**src/rtl/sync_fifo_stream_reader.sv**
```systemverilog
// sync_fifo_stream_reader
// Read-side master for sync_fifo: pulls words through the FIFO read port and
// presents them on a valid/ready stream. A 2-entry output buffer hides the
// FIFO's one-cycle read latency so the stream can sustain one word per clock.

module sync_fifo_stream_reader #(
    parameter int DATA_W = 8,
    parameter int CNT_W  = 16
) (
    input  logic              clk,
    input  logic              rstn,
    input  logic              en,
    input  logic              fifo_empty,
    input  logic [DATA_W-1:0] fifo_rdata,
    output logic              fifo_rd_en,
    output logic              m_valid,
    input  logic              m_ready,
    output logic [DATA_W-1:0] m_data,
    output logic [CNT_W-1:0]  words_out,
    output logic              busy
);

    typedef enum logic [1:0] {
        EMPTY = 2'd0,
        ONE   = 2'd1,
        TWO   = 2'd2
    } occ_t;

    occ_t              occ;
    occ_t              occ_next;
    logic              inflight;
    logic              pop;
    logic [1:0]        occ_after_pop;
    logic [2:0]        occ_sum;
    logic [DATA_W-1:0] slot0;
    logic [DATA_W-1:0] slot1;

    assign m_valid = (occ != EMPTY);
    assign m_data  = slot0;
    assign busy    = m_valid | inflight;

    // Next occupancy and read gate: only read when the arriving word is sure to find a free slot
    always_comb begin
        pop           = 1'b0;
        occ_after_pop = 2'd0;
        occ_sum       = 3'd0;
        occ_next      = occ;
        fifo_rd_en    = 1'b0;

        pop           = m_valid & m_ready;
        occ_after_pop = 2'(occ) - {1'b0, pop};
        occ_sum       = {1'b0, occ_after_pop} + {2'b00, inflight};
        occ_next      = occ_t'(occ_sum[1:0]);
        fifo_rd_en    = rstn & en & ~fifo_empty & (occ_sum < 3'd2);
    end

    // Occupancy state and in-flight flag; reset drops any read still in flight
    always_ff @(posedge clk) begin
        if (!rstn) begin
            occ      <= EMPTY;
            inflight <= 1'b0;
        end else begin
            occ      <= occ_next;
            inflight <= fifo_rd_en;
        end
    end

    // Buffer slots: pop shifts slot1 to the head, arriving word lands at the tail
    always_ff @(posedge clk) begin
        if (!rstn) begin
            slot0 <= '0;
            slot1 <= '0;
        end else begin
            if (pop && (occ == TWO)) begin
                slot0 <= slot1;
            end
            if (inflight) begin
                if (occ_after_pop == 2'd0) begin
                    slot0 <= fifo_rdata;
                end else begin
                    slot1 <= fifo_rdata;
                end
            end
        end
    end

    // Delivered-word counter, wraps naturally at 2^CNT_W
    always_ff @(posedge clk) begin
        if (!rstn) begin
            words_out <= '0;
        end else if (pop) begin
            words_out <= words_out + CNT_W'(1);
        end
    end

    // The read gate must never let the buffer exceed two entries
    always_ff @(posedge clk) begin
        if (rstn) begin
            assert (occ_sum <= 3'd2);
        end
    end

endmodule

```
**config.mk**
```make
export PLATFORM = sky130hd
export DESIGN_NAME = sync_fifo_stream_reader
export DESIGN_NICKNAME = d
export VERILOG_FILES = /design/src/rtl/sync_fifo_stream_reader.sv
export SDC_FILE = /design/constraint.sdc
export NUM_CORES = 1
export LEC_CHECK = 0
export CELL_PAD_IN_SITES_DETAIL_PLACEMENT = 0
export CELL_PAD_IN_SITES_GLOBAL_PLACEMENT = 1
export CORE_MARGIN = 2
export CORE_UTILIZATION = 38
export CTS_CLUSTER_SIZE = 25
export DETAILED_ROUTE_END_ITERATION = 7
export GPL_ROUTABILITY_DRIVEN = 0
export PLACE_DENSITY_LB_ADDON = 0.25
export SYNTH_ARGS = -nofsm -noshare
export SYNTH_HDL_FRONTEND = slang
export SYNTH_SLANG_ARGS = --single-unit
```
**constraint.sdc**
```tcl
create_clock -name clk -period 3.3 [get_ports clk]
set_input_delay 0.495 -clock clk [delete_from_list [all_inputs] [get_ports clk]]
set_output_delay 0.495 -clock clk [all_outputs]
set_load 0.005 [all_outputs]
```
== After elaboration in Yosys (flattened, before gate mapping) ==
Cells that the tools add are included.
Word-level totals
  input port bits: 13
  register bits: 35
  word-level logic and storage cells: 24
  output and inout bits: 27
Cells by class
  bitwise logic cells: 7
  reduce and logical (&&, ||, !) cells: 4
  muxes and demuxes: 3
  add/subtract/negate cells: 3
  $lt $le $gt $ge: 1
  eq/ne operators: 1
Operator list (number)
  8-bit two-way mux: 3
  16-bit by 1-bit adder with 16-bit output (second input constant): 1
  1-bit bitwise AND: 4
  2-bit by 1-bit adder with 3-bit output: 1
  3-bit by 2-bit less-than comparator with 1-bit output (second input constant): 1
  2-bit equality test (second input constant): 1
  2-bit logical NOT: 1
  1-bit NOT: 2
  2-bit AND reduction: 1
  2-bit nonzero test: 1
  2-bit by 1-bit subtractor with 2-bit output: 1
  1-bit logical AND: 1
  1-bit OR: 1

== Depth between registers and ports, before layout ==
Gate-level depths: netlist (run 1).
  depth after elaboration: 6
  gate-level depth with buffers: 9
  mapped depth without buffers: 7

== Worst setup path after synthesis (run 1) ==
No wires, ideal clock.
  path type: input-to-output
  from: input port m_ready
  to: output port fifo_rd_en
  slack: 1.385 ns
  stages on the path: 8
  data required time: 2.805 ns
  path buffers: 1
  arrival: 1.420 ns
  path through: nand3b_1 -> buf_2 -> nand2_1 -> ha_1 -> inv_1 -> ha_1 -> nand2_1 -> nor3_1
Between the ends
  word-level cells in the longest chain between the ends: 5
Ends and longest elaborated chain
  start, declared: line 17  | input logic m_ready,
  1-bit bitwise AND: line 50  | pop = m_valid & m_ready;
  2-bit by 1-bit subtractor with 2-bit output: line 51  | occ_after_pop = 2'(occ) - {1'b0, pop};
  2-bit by 1-bit adder with 3-bit output: line 52  | occ_sum = {1'b0, occ_after_pop} + {2'b00, inflight};
  3-bit by 2-bit less-than comparator with 1-bit output: line 54  | fifo_rd_en = rstn & en & ~fifo_empty & (occ_sum < 3'd2);
  1-bit bitwise AND: line 54
  end, declared: line 15  | output logic fifo_rd_en,
Every way passes these cells.

== Worst setup path in the final report (run 1) ==
Ends and elaborated chain as after synthesis.

==> results.md, run 1 <==
- Worst r2r src: words_out[3]$_SDFFE_PN0P_
- Critical Path AT: 2.42 ns
- Final Non-Filler Cells: 250
- Max-Cap Viols: 0
- Hold Slack: 0.497 ns
- GR Util All Layers: 0.160
- #FFs+latches synth: 35
- Number of synthesis warnings: 0
- Fmax: 343 MHz
- Worst Setup SP: m_ready
- R2r worst-path depth: 4
- Setup Skew: 0.00384 ns
- Setup Viol. Count Final: 0
- Antenna viol nets, final: 0
- Row count: 22
- Overall power: 948 uW
- Power Density: 459 nW/um^2
- Initial DRC Count: 68
- Via count: 1,254
- Final design utilization: 0.551
- Setup TNS Final: 0 ns
- Final hold vios: 0
- Largest net degree at the start of global routing: 34
- CTS max path bufs: 2
- Syn_nets: 176
- WP data required: 2.80 ns
- Worst setup path end: fifo_rd_en
- Max-slew violations: 0
- WHS Path Cells: 2
- CTS Root Cell: clkbuf_8
- LEAKAGE: 0.863 nW
- Htree depth: 2
- Post-cts hold buffer count: 0
- First-pass GRT wire length: 5460 um
- Layout area overhead: 37.2%
- Routed WL: 3090 um
- R2R setup slack: 1.59 ns
- # placed instances: 242
- Vias in the first global route: 1,270
- Post-Synthesis Cells: 160
- Cts repair resizes: 0
- Nets: 217
- Crit path time final: 2.91 ns
- Ys async rst share: 0
- PortBufs: 39
- Worst skew pair latency: 0.28 ns
- Final instance area: 2060 sq um
- Synth Area per Inst: 9.40 sq um
- Die width: 66.9 um
- Clock sink total: 35
- Worst Hold Launch: words_out[15]$_SDFFE_PN0P_
- Class of the worst hold path: reg2reg
- Top Ports: 40
- Drc violations: 0
- Setup bufs post-CTS: 0
- Starting density of the core: 0.402
- Worst Setup Start Kind: input pin
- TritonCTS clock tree: done
- Worst IR drop on VDD: 0.402 mV
- Dpl cell area: 1930 sq um
- Antenna violations before repair: 0
- Number of synthesized flops with an enable pin: 0
- Setup ws final: 0.388 ns
- Yosys cell types: 34
- DR pass1 iterations: 4
- Core area: 3740 sq um
- RSZ-0062 raised after global routing: no
- Area of the mapped netlist: 1500 sq um
- TritonCTS buffer count: 5
- Slew margin rel.: 0.593
- Sequential share of the synthesized area: 0.466
- Share of cells above drive strength 1: 0.0644
- Grt ovf: 0
- RR Endpoint: words_out[15]$_SDFFE_PN0P_
- Worst Setup Path Type: in2out
- Die Area: 4480 sq um
- Fill cells: 353
- Post-Place Worst Slack: 0.390 ns
- Drt wl/cell: 12.4 um
- Status: finished, final reports clean
- Vias/cell: 5.02
- Die Height: 66.9 um
- Measured slew at the worst slew-check pin: 0.609 ns
- Final period utilization: 0.882
- Worst-path clk slew: 0.07 ns
- Synth Flop Type: dfxtp_1
- Critical path endpoint category: output port
- Detail Placement HPWL: 2200 um
- Diodes inserted: 0
- CP max FO: 8
## critical path, cell delays in order
cell             delay, ns
clkdlybuf4s50_1       0.57
nand3b_1              0.17
buf_4                 0.23
nand2_1               0.08
ha_1                  0.14
nand2_1               0.07
nor3_1                0.14
clkdlybuf4s50_1       0.53
## flip-flops by register name (all words and copies together) (netlist names)
signal,cells
inflight,1
m_data,8
slot1,8
occ,2
words_out,16
## final cells by class
cell class	count	area (sq um)	share of cell area
Clock inverter	2	60.1	0.0291
Timing Repair Buffer	41	405	0.196
Sequential cell	35	701	0.340
Multi-Input combinational cell	116	757	0.367
Clock buffer	6	72.6	0.0352
Tap cell	48	60.1	0.0291
Inverter	2	7.51	0.00364
## kinds of logic after synthesis
kind of cell / synth area share
and+or+nand+nor: 0.214
AOI/OAI and AO/OA: 0.0874
muxes: 0.113
DFF: 0.466
buffers and inverters: 0.0308
xor gates and xnor gates: 0.0641
adders and majority gates: 0.0250
## cell usage after synthesis, drive strengths merged (3+ instances only)
| cell type | number | share of area |
|---|---|---|
| nand3 | 4 | 0.013 |
| or3 | 4 | 0.017 |
| dfxtp | 35 | 0.47 |
| mux2i | 17 | 0.11 |
| o21ai | 5 | 0.022 |
| buf | 3 | 0.016 |
| a21oi | 4 | 0.013 |
| nand4 | 4 | 0.017 |
| nor3 | 4 | 0.013 |
| xor2 | 8 | 0.047 |
| clkbuf | 4 | 0.010 |
| nor2 | 28 | 0.070 |
| ha | 3 | 0.025 |
| nand2 | 9 | 0.022 |
| xnor2 | 3 | 0.017 |
| a211oi | 8 | 0.040 |
## cells in the final DEF (no fill, tap or decap)
master,count
or2_2,1
a21oi_1,4
nand3_1,4
o31ai_1,1
ha_1,3
buf_4,2
a211oi_1,8
inv_1,1
mux2i_1,17
and3_1,1
nor4_1,1
clkinv_1,1
xnor2_1,3
or4_1,1
nand2b_1,1
and4_1,1
or3_1,4
nor3_1,4
clkbuf_8,5
xor2_1,8
nor2b_1,1
nand3b_1,2
o2111a_1,1
o21ai_2,2
and4_4,1
clkdlybuf4s50_1,39
or2_1,1
o21ai_0,3
nor2_1,28
bufinv_16,2
clkbuf_1,1
and2_1,2
dfxtp_1,35
nand4_1,4
nand2_1,9
## per-layer routing
metal,share of wire,global-route usage,wire length [um]
met3,0.045,0.0439,139
met4,0.017,0.0536,51
met1,0.45,0.188,1410
met2,0.48,0.280,1490
met5,0,0,0
## power by group
group / switching [mW] / internal, mW / total (mW)
registers: 0.00494 / 0.429 / 0.434
clock network: 0.154 / 0.302 / 0.456
logic: 0.0230 / 0.0341 / 0.0571
total: 0.182 / 0.765 / 0.948
## how the worst min path moves through the flow
stage	end	slack, ns
2_1_floorplan	slot1[0]$_SDFFE_PN0P_	0.46
3_3_place_gp	words_out[15]$_SDFFE_PN0P_	0.46
3_5_place_dp	words_out[15]$_SDFFE_PN0P_	0.49
4_1_cts	words_out[15]$_SDFFE_PN0P_	0.50
5_1_grt	words_out[15]$_SDFFE_PN0P_	0.52
6_report	words_out[15]$_SDFFE_PN0P_	0.50
(Power assumes the default switching activity.)
==> run 2, diff against run 1 <==
- ABC_AREA: not set -> 0
==> results of run 2 <==
No change in the layout: final DEF, timing and power equal those of run 1.
==> RTL edit 1 (flow settings as in run 2) <==
The parameter `DATA_W` goes from 8 to 6.
--- a/src/rtl/sync_fifo_stream_reader.sv
+++ b/src/rtl/sync_fifo_stream_reader.sv
@@ -5,5 +5,5 @@
 
 module sync_fifo_stream_reader #(
-    parameter int DATA_W = 8,
+    parameter int DATA_W = 6,
     parameter int CNT_W  = 16
 ) (
Interface: changed (resized fifo_rdata and m_data); port bits go from 40 to 36. No check against the original RTL was run, so the function may have changed too.
==> RTL edit 1 against run 2 <==
- setup slack improved by 0.058 ns
- cell area down 10%
- sequential cell count decreased by 4
- largest cell class unchanged
- global-route usage shrank 0.41 points
- critical path type unchanged
- fmax is 2.0% higher
- combinational power is 11% lower
- area after synthesis shrank 7.4%
- final cell count shrank 6.4%
- highest routed layer unchanged
- power decreased by 27%
- via count down 8.1%
- largest power group is now sequential cells
- routed wire length decreased by 7.2%
==> RTL edit 1: results <==
metrics = {
    "outcome": {
        "status": "completed",
    },
    "global_route": {
        "grt_pass1_vias": 1149,
        "grt_pass1_wl_um": 4980,
        "grt_usage": 0.156,
        "grt_max_degree": 26,
        "grt_antenna_before_repair": 0,
    },
    "worst_hold_path": {
        "min_from": "words_out[15]$_SDFFE_PN0P_",
        "holdPathStages": 2,
        "holdPathEnd": "words_out[15]$_SDFFE_PN0P_",
        "hp-class": "reg2reg",
    },
    "worst_setup_path": {
        "reg2reg_from": "words_out[0]$_SDFFE_PN0P_",
        "critPathMaxFanout": 6,
        "ff2ff_setup_slack_ns": 1.71,
        "arrival_ns": 2.36,
        "cpLargestDelayFamily": "buffers and inverters",
        "ff2ff_path_depth": 5,
        "critPathMaxStageDelay_ns": 0.57,
        "r2r-end": "words_out[10]$_SDFFE_PN0P_",
    },
    "finish": {
        "antenna_cells": 0,
        "nets": 201,
        "final_cells": 234,
        "regMostFlops": "words_out",
        "drive_gt1_frac": 0.0851,
    },
    "power": {
        "p_comb_uw": 51.1,
        "share_comb_of_total_power": 0.074,
        "ir_drop_mv": 0.212,
        "seqPwrFrac": 0.555,
        "leakage_nw": 0.787,
        "p_sw_frac": 0.227,
    },
    "yosys": {
        "ys_types": 33,
        "synth_top_flop_cell": "dfxtp_1",
        "yosysSeqAreaShare": 0.446,
        "syn_area_per_cell_um2": 9.35,
        "synth_common_cells": "dfxtp_1 (31), nor2_1 (22), mux2i_1 (17), nand2_1 (12)",
        "synth_top_cells_by_area": "dfxtp_1 (45%), mux2i_1 (12%), nor2_1 (5.9%)",
        "syn-num-nets": 163,
        "synthArstFlopShare": 0,
    },
    "drt": {
        "drt-wirelength-per-cell_um": 12.2,
        "vias": 1153,
        "drt_iter0_drc": 41,
    },
    "clocking": {
        "numCtsBuffers": 5,
        "path_clk_slew_ns": 0.10,
        "post_cts_buffers": 0,
        "clock_latency_ns": 0.33,
        "ctsRootBufferMaster": "clkbuf_4",
        "cts_max_level": 2,
    },
    "sta": {
        "slew_violations": 0,
        "hold_ws_ns": 0.475,
        "worstMarginPinSlew_ns": 0.475,
        "skew_ns": 0.00493,
    },
    "place": {
        "place_ws_ns": 0.421,
        "dpl.hpwl_um": 2050,
        "port_buffers": 35,
        "dpl-instance-area_um2": 1790,
    },
}
[RTL edit 1: final cells by class]
| class | instances | area [um2] |
|---|---|---|
| Inverter | 4 | 15.0 |
| Fill cell | 338 | 1560 |
| Clock buffer | 8 | 68.8 |
| Sequential cell | 31 | 621 |
| Multi-Input combinational cell | 108 | 728 |
| Timing Repair Buffer | 37 | 365 |
| Tap cell | 46 | 57.6 |
[RTL edit 1: worst reg2reg max path, delay by kind of cell, from the launching register on]
family	cells	cell delay, ns
compound gates	2	0.37
fa+ha+maj	1	0.19
flops	1	0.40
simple gates	2	0.57
[RTL edit 1: how the worst max path moves through the flow]
stage | endpoint | slack, ns | cells past startpoint
global placement | fifo_rd_en | 0.51 | 9
finish | fifo_rd_en | 0.45 | 9
floorplan | fifo_rd_en | 1.43 | 8
CTS | fifo_rd_en | 0.42 | 9
global route | fifo_rd_en | 0.30 | 9
detailed placement | fifo_rd_en | 0.42 | 9
[RTL edit 1: kinds of logic (layout without fill, tap and decap cells)]
group | after synthesis | after routing | share of synthesized area
AO/OA/AOI/OAI | 14 | 14 | 0.0710
buffers and inverters | 10 | 49 | 0.0314
XOR/XNOR | 8 | 8 | 0.0503
adder cells (fa/ha/maj) | 3 | 3 | 0.0270
AND/OR/NAND/NOR | 66 | 66 | 0.252
flip-flops | 31 | 31 | 0.446
multiplexers | 17 | 17 | 0.122
[RTL edit 1: layer usage]
| metal | up-vias | wire length (um) | global-route usage |
|---|---|---|---|
| li1 | 591 | - | - |
| met2 | 24 | 1310 | 0.250 |
| met3 | 8 | 130 | 0.0486 |
| met4 | 0 | 62 | 0.0798 |
| met1 | 530 | 1360 | 0.189 |
| met5 | - | 0 | 0 |
==> RTL edit 2 (config.mk and constraints of run 2) <==
Without the edit above. Reset style: asynchronous (`rstn`), changed in 3 clocked blocks.
--- a/src/rtl/sync_fifo_stream_reader.sv
+++ b/src/rtl/sync_fifo_stream_reader.sv
@@ -56,5 +56,5 @@
 
     // Occupancy state and in-flight flag; reset drops any read still in flight
-    always_ff @(posedge clk) begin
+    always_ff @(posedge clk or negedge rstn) begin
         if (!rstn) begin
             occ      <= EMPTY;
@@ -67,5 +67,5 @@
 
     // Buffer slots: pop shifts slot1 to the head, arriving word lands at the tail
-    always_ff @(posedge clk) begin
+    always_ff @(posedge clk or negedge rstn) begin
         if (!rstn) begin
             slot0 <= '0;
@@ -86,5 +86,5 @@
 
     // Delivered-word counter, wraps naturally at 2^CNT_W
-    always_ff @(posedge clk) begin
+    always_ff @(posedge clk or negedge rstn) begin
         if (!rstn) begin
             words_out <= '0;
Behaviour: differs if rstn is asserted again (counterexample within 4 cycles, from zero or initial values and one cycle with rstn low); with rstn held inactive, the same outputs for 10 cycles.
==> RTL edit 2 against run 2 <==
- setup slack got worse by 0.0043 ns
- synthesized cell count fell by 21%
- routed wire length fell by 1.8%
- area after synthesis is 4.9% higher
- global-route usage down 1.4 points
- sequential cell count is the same
- cell area is 2.2% higher
- critical path type unchanged
- critical endpoint unchanged
Power is not compared: it rests on default switching activity, and its combinational part moved more than twofold at a synthesized area within 25%.
==> RTL edit 2: results <==
metrics = {
    "outcome": {
        "status": "completed",
    },
    "yosys": {
        "syn-num-nets": 142,
        "ys_types": 30,
        "synth_xor_xnor_area_share": 0.0833,
        "syn_area_per_cell_um2": 12.5,
        "synth-compound-area-share": 0.0515,
        "muxShareOfSynthArea": 0.115,
        "synth_top_cell_area_share": 0.555,
        "yosysSeqAreaShare": 0.555,
        "synthArstFlopShare": 1.00,
        "synth_common_cells": "dfrtp_1 (35), nand2_1 (12), xnor2_1 (10)",
    },
    "place": {
        "dp_cells": 214,
        "port_buffers": 39,
        "dpl.hpwl_um": 2250,
        "place_ws_ns": 0.374,
        "dpl-instance-area_um2": 2020,
    },
    "finish": {
        "clock_area_frac": 0.0404,
        "nets": 187,
        "multiInputGateArea_um2": 677,
        "final_cells": 222,
        "area_growth_pct": 33.6,
        "drive_gt1_frac": 0.157,
        "regArea_um2": 876,
    },
    "global_route": {
        "grt_usage": 0.146,
        "grt_pass1_wl_um": 4950,
        "grt_pass1_vias": 1074,
        "grt_max_degree": 36,
    },
    "worst_hold_path": {
        "hp-class": "in2async",
    },
    "clocking": {
        "post_cts_buffers": 0,
    },
    "sta": {
        "setup_ws_ns": 0.383,
        "slew_headroom": 0.601,
        "hold_ws_ns": 0.272,
        "slew_violations": 0,
        "skew_ns": 0.00792,
    },
    "worst_setup_path": {
        "r2r-end": "inflight$_DFF_PN0_",
        "critPathMaxFanout": 5,
        "reg2reg_from": "occ[1]$_DFF_PN0_",
        "ff2ff_path_depth": 6,
    },
    "drt": {
        "drt_iter0_drc": 34,
        "via_per_inst": 4.94,
        "drt_wl_total_um": 3030,
    },
}
## RTL edit 2: cell types whose count changed after synthesis, moves of 4 or more
cell	change
nand3_1	+4
clkbuf_1	-4
nor2_1	-23
a211oi_1	-8
dfxtp_1	-35
dfrtp_1	+35
mux2i_1	-9
o21ai_0	+5
mux2_2	+7
nor3_1	-4
xnor2_1	+7
a21oi_1	-4
## RTL edit 2: layer usage
layer | vias up | GRT usage | wire, um
met5 | - | 0 | 0
met4 | 0 | 0.0525 | 17
met3 | 2 | 0.0625 | 203
met2 | 31 | 0.250 | 1560
met1 | 543 | 0.161 | 1250
li1 | 521 | - | -
## RTL edit 2: critical path: stages
cell and delay [ns]:
clkdlybuf4s50_1 0.61, nor2b_4 0.09, nand2b_1 0.15, ha_1 0.18, inv_1 0.05, ha_1 0.13, and4b_1 0.21, clkdlybuf4s50_1 0.50
